`src/rtl/config_chain_loader.sv`:
```
`default_nettype none
// ============================================================================
//  Module      : config_chain_loader
//  Description : Serial configuration-chain sequencer for one fabric tile.
//                Accepts words over valid/ready, shifts CHAIN_LEN bits
//                LSB-first onto shift_in with cen, then pulses cset once.
//                Optional CRC-16-CCITT of the shifted stream, enabled by
//                defining CONFIG_LOADER_CRC_EN.
//  Revision    : 1.0 - initial release
// ============================================================================
module config_chain_loader #(
    parameter int CHAIN_LEN = 1164,
    parameter int WORD_W    = 32
) (
    input  logic              clk,
    input  logic              rst,          // asynchronous, active-low
    input  logic              start,
    input  logic              abort,
    input  logic [WORD_W-1:0] word_data,
    input  logic              word_valid,
    output logic              word_ready,
    output logic              cen,
    output logic              shift_in,
    output logic              cset,
    output logic              busy,
    output logic              done,
    output logic [15:0]       crc
);

    localparam int CNT_W = $clog2(CHAIN_LEN + 1);
    localparam int WB_W  = $clog2(WORD_W + 1);

    localparam logic [CNT_W-1:0] c_chain_len  = CNT_W'(CHAIN_LEN);
    localparam logic [CNT_W-1:0] c_chain_last = CNT_W'(CHAIN_LEN - 1);
    localparam logic [31:0]      c_word_w32   = 32'(WORD_W);

    typedef enum logic [2:0] {
        S_IDLE  = 3'd0,
        S_FETCH = 3'd1,
        S_SHIFT = 3'd2,
        S_LATCH = 3'd3,
        S_DONE  = 3'd4
    } state_t;

    state_t             r_state;
    state_t             w_state_nxt;
    logic [WORD_W-1:0]  r_sreg;
    logic [CNT_W-1:0]   r_bit_cnt;
    logic [WB_W-1:0]    r_word_bits;
    logic               r_shift_hold;
    logic [CNT_W-1:0]   w_remaining;
    logic [WB_W-1:0]    w_load_bits;
    logic               w_begin;

    assign w_begin     = (r_state == S_IDLE) && start && !abort;
    assign w_remaining = c_chain_len - r_bit_cnt;
    // The final word may be partial: only the bits still needed are shifted.
    assign w_load_bits = (32'(w_remaining) >= c_word_w32) ? WB_W'(WORD_W)
                                                          : WB_W'(w_remaining);

    // shift_in follows the shift register while shifting, otherwise holds.
    assign shift_in = (r_state == S_SHIFT) ? r_sreg[0] : r_shift_hold;

    // State register.
    always_ff @(posedge clk or negedge rst) begin
        if (!rst) r_state <= S_IDLE;
        else      r_state <= w_state_nxt;
    end

    // Next-state and control outputs; abort wins over any handshake.
    always_comb begin
        w_state_nxt = r_state;
        word_ready  = 1'b0;
        cen         = 1'b0;
        cset        = 1'b0;
        busy        = 1'b1;
        done        = 1'b0;
        case (r_state)
            S_IDLE: begin
                busy = 1'b0;
                if (start && !abort) w_state_nxt = S_FETCH;
            end
            S_FETCH: begin
                word_ready = 1'b1;
                if (abort)           w_state_nxt = S_IDLE;
                else if (word_valid) w_state_nxt = S_SHIFT;
            end
            S_SHIFT: begin
                cen = 1'b1;
                if (abort)
                    w_state_nxt = S_IDLE;
                else if (r_word_bits == WB_W'(1))
                    w_state_nxt = (r_bit_cnt == c_chain_last) ? S_LATCH : S_FETCH;
            end
            S_LATCH: begin
                cset        = !abort;
                w_state_nxt = abort ? S_IDLE : S_DONE;
            end
            S_DONE: begin
                done        = 1'b1;
                w_state_nxt = S_IDLE;
            end
            default: begin
                busy        = 1'b0;
                w_state_nxt = S_IDLE;
            end
        endcase
    end

    // Shift datapath: word load, bit serialisation and progress counters.
    always_ff @(posedge clk or negedge rst) begin
        if (!rst) begin
            r_sreg       <= '0;
            r_bit_cnt    <= '0;
            r_word_bits  <= '0;
            r_shift_hold <= 1'b0;
        end else begin
            if (w_begin) begin
                r_bit_cnt <= '0;
            end
            if ((r_state == S_FETCH) && word_valid && !abort) begin
                r_sreg      <= word_data;
                r_word_bits <= w_load_bits;
            end
            if (r_state == S_SHIFT) begin
                r_sreg       <= r_sreg >> 1;
                r_bit_cnt    <= r_bit_cnt + CNT_W'(1);
                r_word_bits  <= r_word_bits - WB_W'(1);
                r_shift_hold <= r_sreg[0];
            end
        end
    end

`ifdef CONFIG_LOADER_CRC_EN
    logic [15:0] r_crc;
    logic        w_crc_fb;

    assign w_crc_fb = r_crc[15] ^ r_sreg[0];
    assign crc      = r_crc;

    // CRC-16-CCITT (0x1021), MSB-first over the shifted bits; seeded on start.
    always_ff @(posedge clk or negedge rst) begin
        if (!rst) begin
            r_crc <= 16'h0000;
        end else if (w_begin) begin
            r_crc <= 16'hFFFF;
        end else if (r_state == S_SHIFT) begin
            r_crc <= {r_crc[14:0], 1'b0} ^ (w_crc_fb ? 16'h1021 : 16'h0000);
        end
    end
`else
    assign crc = 16'h0000;
`endif

endmodule
`default_nettype wire

```
`config.mk`:
```
export PLATFORM = sky130hd
export DESIGN_NAME = config_chain_loader
export DESIGN_NICKNAME = d
export VERILOG_FILES = /design/src/rtl/config_chain_loader.sv
export SDC_FILE = /design/constraint.sdc
export NUM_CORES = 1
export LEC_CHECK = 0
export CAP_MARGIN = 25
export CORE_MARGIN = 5
export CORE_UTILIZATION = 51
export DETAILED_ROUTE_END_ITERATION = 6
export GPL_TIMING_DRIVEN = 0
export MAX_ROUTING_LAYER = met4
export PLACE_DENSITY = 0.87
export SLEW_MARGIN = 20
export SYNTH_ARGS = -nofsm -noshare
export SYNTH_HDL_FRONTEND = slang
export SYNTH_SLANG_ARGS = --single-unit
```
`constraint.sdc`:
```
create_clock -name clk -period 2.7 [get_ports clk]
set_clock_uncertainty 0.2 [all_clocks]
set_input_delay 0.405 -clock clk [delete_from_list [all_inputs] [get_ports clk]]
set_output_delay 0.405 -clock clk [all_outputs]
set_load 0.03 [all_outputs]
```
==> flow_summary_export.csv, run 1 <==
group,metric,value,unit
status,result_of_the_run,"complete, no violations",
clock_network,cts_max_path_buffers,2,
clock_network,cts-htree-levels,2,
sta,portion_of_the_clock_cycle_consumed_by_the_worst_path_in_the_final_layout,97.0,%
logic_synthesis,post_synth_fa_ha_maj_area_fraction,1.77,%
setup_path,worstPathMaxFanout,10,
min_path,worst_hold_path_type,"reg -> reg",
detailed_routing,drt-pass1-iter-count,4,
floorplan,die-width,84.4,um
layout,area_delta_synth_final,24.4,%
setup_path,rr_startpoint,"r_bit_cnt[0]$_DFFE_PN0P_",
detailed_routing,finalWirelength,6530,um
clock_network,post-cts-setup-buffer-count,0,
logic_synthesis,ys.flop_type,"dfrtp_1",
setup_path,crit_required,2.10,ns
detailed_routing,drc_errors,0,
logic_synthesis,synthDominantCellAreaShare,46.9,%
global_route,antenna_found_initial,0,
sta,timing.final.ws_setup,0.0811,ns
layout,sequential_cell_area,1330,sq um
setup_path,timing.setup.critical_path_class,"reg -> out",
sta,slew-limit-headroom,55.3,%
sta,timing_hold_violations_final,0,
setup_path,type_of_element_capturing_the_critical_path,"output pin",
floorplan,pin_count,59,
setup_path,critPathLaunchType,"flop",
detailed_routing,ant_nets,0,
setup_path,worstRegToRegCells,8,
clock_network,cts_buffers,5,
min_path,min_to,"r_shift_hold$_DFF_PN0_",
floorplan,die_height,84.4,um
logic_synthesis,ys_ff_latch,53,
clock_network,clockRootBuffer,"clkbuf_8",
sta,final-setup-viol-count,0,
sta,timing.final.max_slew_violations,0,
layout,post_route_cells_drive_above_1_share,12.6,%
layout,utilization,64.6,%
detailed_routing,route.detailed.vias_per_inst,5.49,
sta,whs,0.297,ns
clock_network,clk_pin_slew_worst_paths,0.10,ns
global_route,grt_overflow_total,0,
placed_design,gp_routability_congestion,0.886,
clock_network,latest_clock_arrival_within_the_worst_skew_pair,0.31,ns
sta,maxClockFrequency,382,MHz
layout,finish.net_count,422,
logic_synthesis,synth_area,2830,sq um
logic_synthesis,yosys-mux-area-fraction,0.354,%
global_route,grt_use_total,18.7,%
sta,rsz0062_at_grt,"false",
floorplan,start_util,51.9,%
layout,num_antenna_cells,0,
power,pwr_density_cell,898,nW/um^2
global_route,grt_start_max_net_pins,54,
global_route,grt_pass1_wl,10700,um
logic_synthesis,synth_enable_flop_cells,0,
clock_network,tritoncts,"yes",
setup_path,critical_path.cell_chain,"or3b_4 > clkbuf_4 > buf_6 > nand2_1 > nand2_1 > clkdlybuf4s15_2",
detailed_routing,route.vias.total,2485,
power,leakagePower,1.59,nW
min_path,min_path_cells,2,
logic_synthesis,synth_compound_area_share,18.1,%
detailed_routing,post_drt_wl_per_cell,14.4,um
placed_design,place.port_buffers,42,
clock_network,clock-sinks,53,
layout,final_cells,453,
setup_path,critical_path.slowest_cell,"dfrtp_1",
logic_synthesis,synth_xor_xnor_area_share,2.79,%
setup_path,most_frequent_cell_on_critical_path,"nand2_1",
power,vdd_drop_max,0.000562,V
setup_path,critical_path.reg2reg.endpoint,"r_word_bits[5]$_DFFE_PN0P_",
logic_synthesis,share_of_synthesized_flip_flops_with_an_asynchronous_set_or_reset,100,%
placed_design,numPlacedInstances,446,
setup_path,crit_arrival,2.01,ns
logic_synthesis,synthDominantAreaCellType,"dfrtp_1",
logic_synthesis,synth.lib_cells_used.distinct,45,
logic_synthesis,synth_top_family_by_area,"simple AND/OR/NAND/NOR gates",
logic_synthesis,synthesis.instances,317,
min_path,min-delay-start,"r_shift_hold$_DFF_PN0_",
sta,timing_worst_slew_pin_value,0.671,ns
logic_synthesis,synth_seq_area_share,46.9,%
logic_synthesis,synth_area_leaders,"dfrtp_1 47%, nor2_1 9.4%, o22ai_1 6.9%",
placed_design,post-dp-hpwl,4610,um
floorplan,core-area,5440,sq um
setup_path,cp.buffers_inverters,3,
flow_run,max_cap_viol_count,0,
layout,layout_filler_cell_count,456,
floorplan,placementRows,27,
global_route,first_global_vias,2330,
logic_synthesis,synth-warning-count,0,
setup_path,kind_of_cell_adding_the_most_delay_to_the_critical_path,"buffers and inverters",
layout,area_used_by_multi_input_combinational_logic,1260,sq um
logic_synthesis,share_of_synthesized_cell_area_in_and_or_nand_and_nor_gates,19.3,%
floorplan,dieArea,7130,sq um
detailed_routing,first_iter_violations,232,
placed_design,preCtsSetupSlack,-0.170,ns
setup_path,longest_individual_stage_delay_on_the_worst_path,0.47,ns
setup_path,worst_case_register_to_register_setup_slack,0.25,ns
sta,min_period,2.62,ns
logic_synthesis,postSynthAreaPerCell,8.91,sq um
layout make-up:
type,count,share of cell area [%]
sequential,53,37.8
multi-input combinational,232,35.8
timing repair buffer,43,12.3
buffer,34,7.26
tap,72,2.56
clock buffer,5,1.96
inverter,12,1.28
clock inverter,2,1.10
report_power, final:
group          internal [W]  switching, W  leakage, nW
Sequential          0.00112      0.000242        0.629
Combinational      0.000528      0.000717        0.905
Clock              0.000275      0.000276       0.0546
Total               0.00192       0.00123         1.59
worst max path at each step:
stage | startpoint | endpoint | slack, ns | cells past startpoint
after detailed placement | r_state[2]$_DFFE_PN0P_ | shift_in | -0.17 | 7
after global placement | rst | r_sreg[20]$_DFFE_PN0P_ | -0.55 | 1
final | r_state[2]$_DFFE_PN0P_ | shift_in | 0.08 | 6
after global routing | r_state[2]$_DFFE_PN0P_ | shift_in | 0.006 | 6
after floorplan | r_bit_cnt[0]$_DFFE_PN0P_ | r_word_bits[5]$_DFFE_PN0P_ | 0.54 | 8
after CTS | r_state[1]$_DFFE_PN0P_ | shift_in | 0.08 | 6
cell families (layout without fill, tap and decap cells):
group / after synthesis / after routing
AND/OR/NAND/NOR: 123 / 123
AO/OA/AOI/OAI: 79 / 79
flip-flops: 53 / 53
buffers and inverters: 47 / 96
XOR/XNOR: 9 / 9
adder cells (fa/ha/maj): 4 / 4
other: 1 / 16
multiplexers: 1 / 1
layer usage:
metal,global-route usage (%),share of wire [%],routed length [um],vias up
li1,-,-,-,1201
met1,23.8,42,2770,1175
met2,30.6,49,3220,97
met3,3.34,6.7,436,12
met4,5.90,1.5,97,0
met5,-,0,0,-
sequential cells by signal (all words and copies together) (netlist names):
signal	cells
r_bit_cnt	11
r_shift_hold	1
r_sreg	32
r_state	3
r_word_bits	6
layout by cell type, fill, tap and decap left out, drive strengths merged, types with 2 or more instances in the layout:
cell type | synthesis | final
nand3 | 9 | 9
xor2 | 3 | 3
conb | 1 | 16
clkdlybuf4s50 | 0 | 38
nor3 | 5 | 5
ha | 4 | 4
nand4 | 3 | 3
inv | 12 | 13
nand2 | 21 | 21
o21ai | 18 | 18
nor4 | 2 | 2
clkbuf | 9 | 13
o211ai | 2 | 2
o22ai | 32 | 32
a31oi | 8 | 8
buf | 26 | 27
dfrtp | 53 | 53
nor2 | 71 | 71
o31ai | 6 | 6
and2 | 2 | 2
and3 | 2 | 2
xnor2 | 6 | 6
a21oi | 5 | 5
nor2b | 2 | 2
cells in the mapped netlist (3+ instances only):
cell type and number:
o21ai_0 18, nand2_1 21, xor2_1 3, buf_4 18, nor2_1 71, buf_2 4, dfrtp_1 53, ha_1 4
buf_6 4, xnor2_1 6, clkbuf_1 6, a31oi_1 8, o31ai_1 4, nand3_1 9, o22ai_1 31, inv_1 12
nand4_1 3, nor3_1 5, a21oi_1 5
worst register-to-register path: cells and delay by family (launching register included):
kind / cells / cell delay [ns]
DFF: 1 / 0.37
AOI/OAI and AO/OA: 2 / 0.60
and+or+nand+nor: 2 / 0.51
buffers and inverters: 2 / 0.28
muxes: 1 / 0.15
adders and majority gates: 1 / 0.25
through the flow:
stage	setup TNS, ns	total power, W	cell area (sq um)
final	0	0.00315	3510
after global routing	0	0.00336	3510
after CTS	0	0.00315	3510
after detailed placement	-0.170	0.00259	3390
after global placement	-29.06	0.00252	3390
after floorplan	0	0.00222	2880
repair_timing:
item                                    in CTS  in global routing
hold endpoints to repair                    53                  0
resized for setup                            8                  2
hold buffers                                 1                  0
pin swaps                                    0                  0
endpoints found under the setup margin       2                  2
Note: power is estimated with default switching activity, not from simulation.
==> run 2: changes to the inputs <==
Settings changed: GPL_ROUTABILITY_DRIVEN from default to 0, PLACE_DENSITY 0.87 to 0.79.
==> run 2 against run 1 <==
- sequential power about the same
- largest power group unchanged
- critical endpoint unchanged
- hold slack improved by 0.0015 ns
- combinational power barely moved
- clock power decreased by 18%
==> flow_summary_export.csv, run 2 (same netlist as run 1, synthesis figures left out) <==
group,metric,value,unit
global_route,grt_overflow_total,0,
sta,final-setup-viol-count,0,
clock_network,tritoncts,"yes",
placed_design,preCtsSetupSlack,-0.233,ns
global_route,busiest_layer,"met2",
layout,num_antenna_cells,0,
floorplan,pin_count,59,
sta,timing.final.max_slew_violations,0,
min_path,worst_hold_path_type,"reg -> reg",
detailed_routing,ant_nets,0,
min_path,min_path_cells,2,
layout,area_delta_synth_final,23.7,%
placed_design,dpl-instance-area,3390,sq um
sta,timing.final.ws_setup,0.0981,ns
setup_path,critical_path.cell_chain,"clkbuf_1 > or3b_4 > clkbuf_4 > buf_6 > nand2_1 > nand2_1 > buf_2",
floorplan,placementRows,27,
setup_path,worstPathMaxFanout,10,
clock_network,latest_clock_arrival_within_the_worst_skew_pair,0.31,ns
sta,timing_worst_slew_pin_value,0.670,ns
clock_network,post-cts-setup-buffer-count,0,
global_route,grt_start_max_net_pins,54,
sta,final.setup.tns,0,ns
placed_design,place.port_buffers,42,
layout,utilization,64.3,%
detailed_routing,route.detailed.vias_per_inst,5.25,
clock_network,clockRootBuffer,"clkbuf_8",
clock_network,cts_buffers,5,
global_route,first_global_vias,2301,
floorplan,die_height,84.4,um
floorplan,die-width,84.4,um
clock_network,cts_max_path_buffers,2,
setup_path,critPathLaunchType,"flop",
global_route,grt_use_total,18.8,%
setup_path,crit_required,2.10,ns
setup_path,worst_setup_path_endpoint,"shift_in",
layout,top_regs,"r_sreg: 32 flops, r_bit_cnt: 11 flops, r_word_bits: 6 flops",
sta,slew-limit-headroom,55.3,%
sta,timing_hold_violations_final,0,
setup_path,longest_individual_stage_delay_on_the_worst_path,0.45,ns
setup_path,worstRegToRegCells,8,
setup_path,rr_startpoint,"r_bit_cnt[0]$_DFFE_PN0P_",
detailed_routing,post_drt_wl_per_cell,13.4,um
detailed_routing,finalWirelength,6110,um
status,result_of_the_run,"complete, no violations",
layout,registers.top_by_ff_count,"r_sreg",
clock_network,clock-sinks,53,
floorplan,start_util,51.9,%
layout,fin_area,3500,sq um
setup_path,critical_path.startpoint,"r_state[2]$_DFFE_PN0P_",
placed_design,post-dp-hpwl,4410,um
sta,portion_of_the_clock_cycle_consumed_by_the_worst_path_in_the_final_layout,96.4,%
layout,post_route_cells_drive_above_1_share,12.5,%
setup_path,timing.setup.critical_path_class,"reg -> out",
sta,maxClockFrequency,384,MHz
layout,final_cell_mix,"71 x nor2_1, 53 x dfrtp_1, 38 x clkdlybuf4s50_1",
detailed_routing,drt-pass1-iter-count,4,
power,leakagePower,1.59,nW
detailed_routing,route.vias.total,2388,
flow_run,max_cap_viol_count,0,
setup_path,most_frequent_cell_on_critical_path,"nand2_1",
setup_path,worst_case_register_to_register_setup_slack,0.35,ns
global_route,met1_usage,24.6,%
setup_path,crit_arrival,2.00,ns
detailed_routing,drc_errors,0,
global_route,grt_use_met3,5.00,%
setup_path,critical_path.slowest_cell,"or3b_4",
global_route,grt_pass1_wl,10800,um
sta,min_period,2.60,ns
sta,rsz0062_at_grt,"false",
floorplan,core-area,5440,sq um
floorplan,dieArea,7130,sq um
clock_network,cts-htree-levels,2,
layout,largest_register_ff_count,32,
detailed_routing,first_iter_violations,172,
layout,finish.net_count,423,
setup_path,type_of_element_capturing_the_critical_path,"output pin",
setup_path,critical_path.reg2reg.endpoint,"r_word_bits[3]$_DFFE_PN0P_",
global_route,globalRouteMet2Util,28.8,%
layout,layout_commonest_cell,"nor2_1",
power,pwr_density_cell,868,nW/um^2
power,vdd_drop_max,0.000580,V
clock_network,clk_pin_slew_worst_paths,0.09,ns
global_route,antenna_found_initial,0,
-- run 2: changes by cell type in the layout (fill, tap and decap cells not counted) --
cell	before	now
clkinv_2	0	1
dfrtp_1	52	53
dfrtp_2	1	0
buf_2	4	5
clkbuf_1	4	6
o41ai_2	0	1
bufinv_16	1	0
o41ai_1	1	0
clkdlybuf4s15_2	1	0
-- run 2: cell type report --
cell class	instances	area, sq um
inverters	12	45.0
clock buffers	6	72.6
repair buffers	43	424
flip-flops and latches	53	1330
well taps	72	90.1
plain buffers	35	259
clock inverters	2	13.8
multi-input cells	232	1260
fillers	477	1940
-- run 2: worst max-delay path: cells and delay by family, from the launching register on --
kind | cells | cell delay [ns]
simple gates | 3 | 0.58
flops | 1 | 0.36
buf+inv | 4 | 0.74
-- run 2: worst min-delay path by stage --
stage / from / to / slack (ns)
3_3_place_gp: r_sreg[12]$_DFFE_PN0P_ / r_sreg[12]$_DFFE_PN0P_ / 0.28
3_5_place_dp: r_shift_hold$_DFF_PN0_ / r_shift_hold$_DFF_PN0_ / 0.28
6_report: r_shift_hold$_DFF_PN0_ / r_shift_hold$_DFF_PN0_ / 0.30
5_1_grt: r_sreg[1]$_DFFE_PN0P_ / r_sreg[1]$_DFFE_PN0P_ / 0.32
2_1_floorplan: rst / r_bit_cnt[0]$_DFFE_PN0P_ / -0.09
4_1_cts: r_shift_hold$_DFF_PN0_ / r_shift_hold$_DFF_PN0_ / 0.30
-- run 2: through the flow --
step / hold slack, ns / power (W) / instances
global placement: 0.277 / 0.00254 / 446
CTS: 0.303 / 0.00305 / 455
finish: 0.299 / 0.00303 / 455
detailed placement: 0.282 / 0.00259 / 446
floorplan: -0.0906 / 0.00222 / 332
global route: 0.325 / 0.00329 / 455
-- run 2: layer usage --
metal / wire, um / up-vias / share of wire [%]
met5: 0 / - / 0
met4: 78 / 0 / 1.3
met3: 435 / 5 / 7.1
met2: 2820 / 72 / 46
met1: 2770 / 1099 / 45
li1: - / 1212 / -
-- run 2: power breakdown --
group	switching, W	internal [W]	total [W]
clock	0.000268	0.000185	0.000453
sequential	0.000228	0.00112	0.00134
combinational	0.000712	0.000525	0.00124
total	0.00121	0.00183	0.00303
-- run 2: what timing repair did --
item	4_1_cts	5_1_grt
resized for setup	10	2
hold endpoints to repair	53	0
hold buffers	1	0
pin swaps	0	0
gates cloned	0	0
setup endpoints to repair	2	3
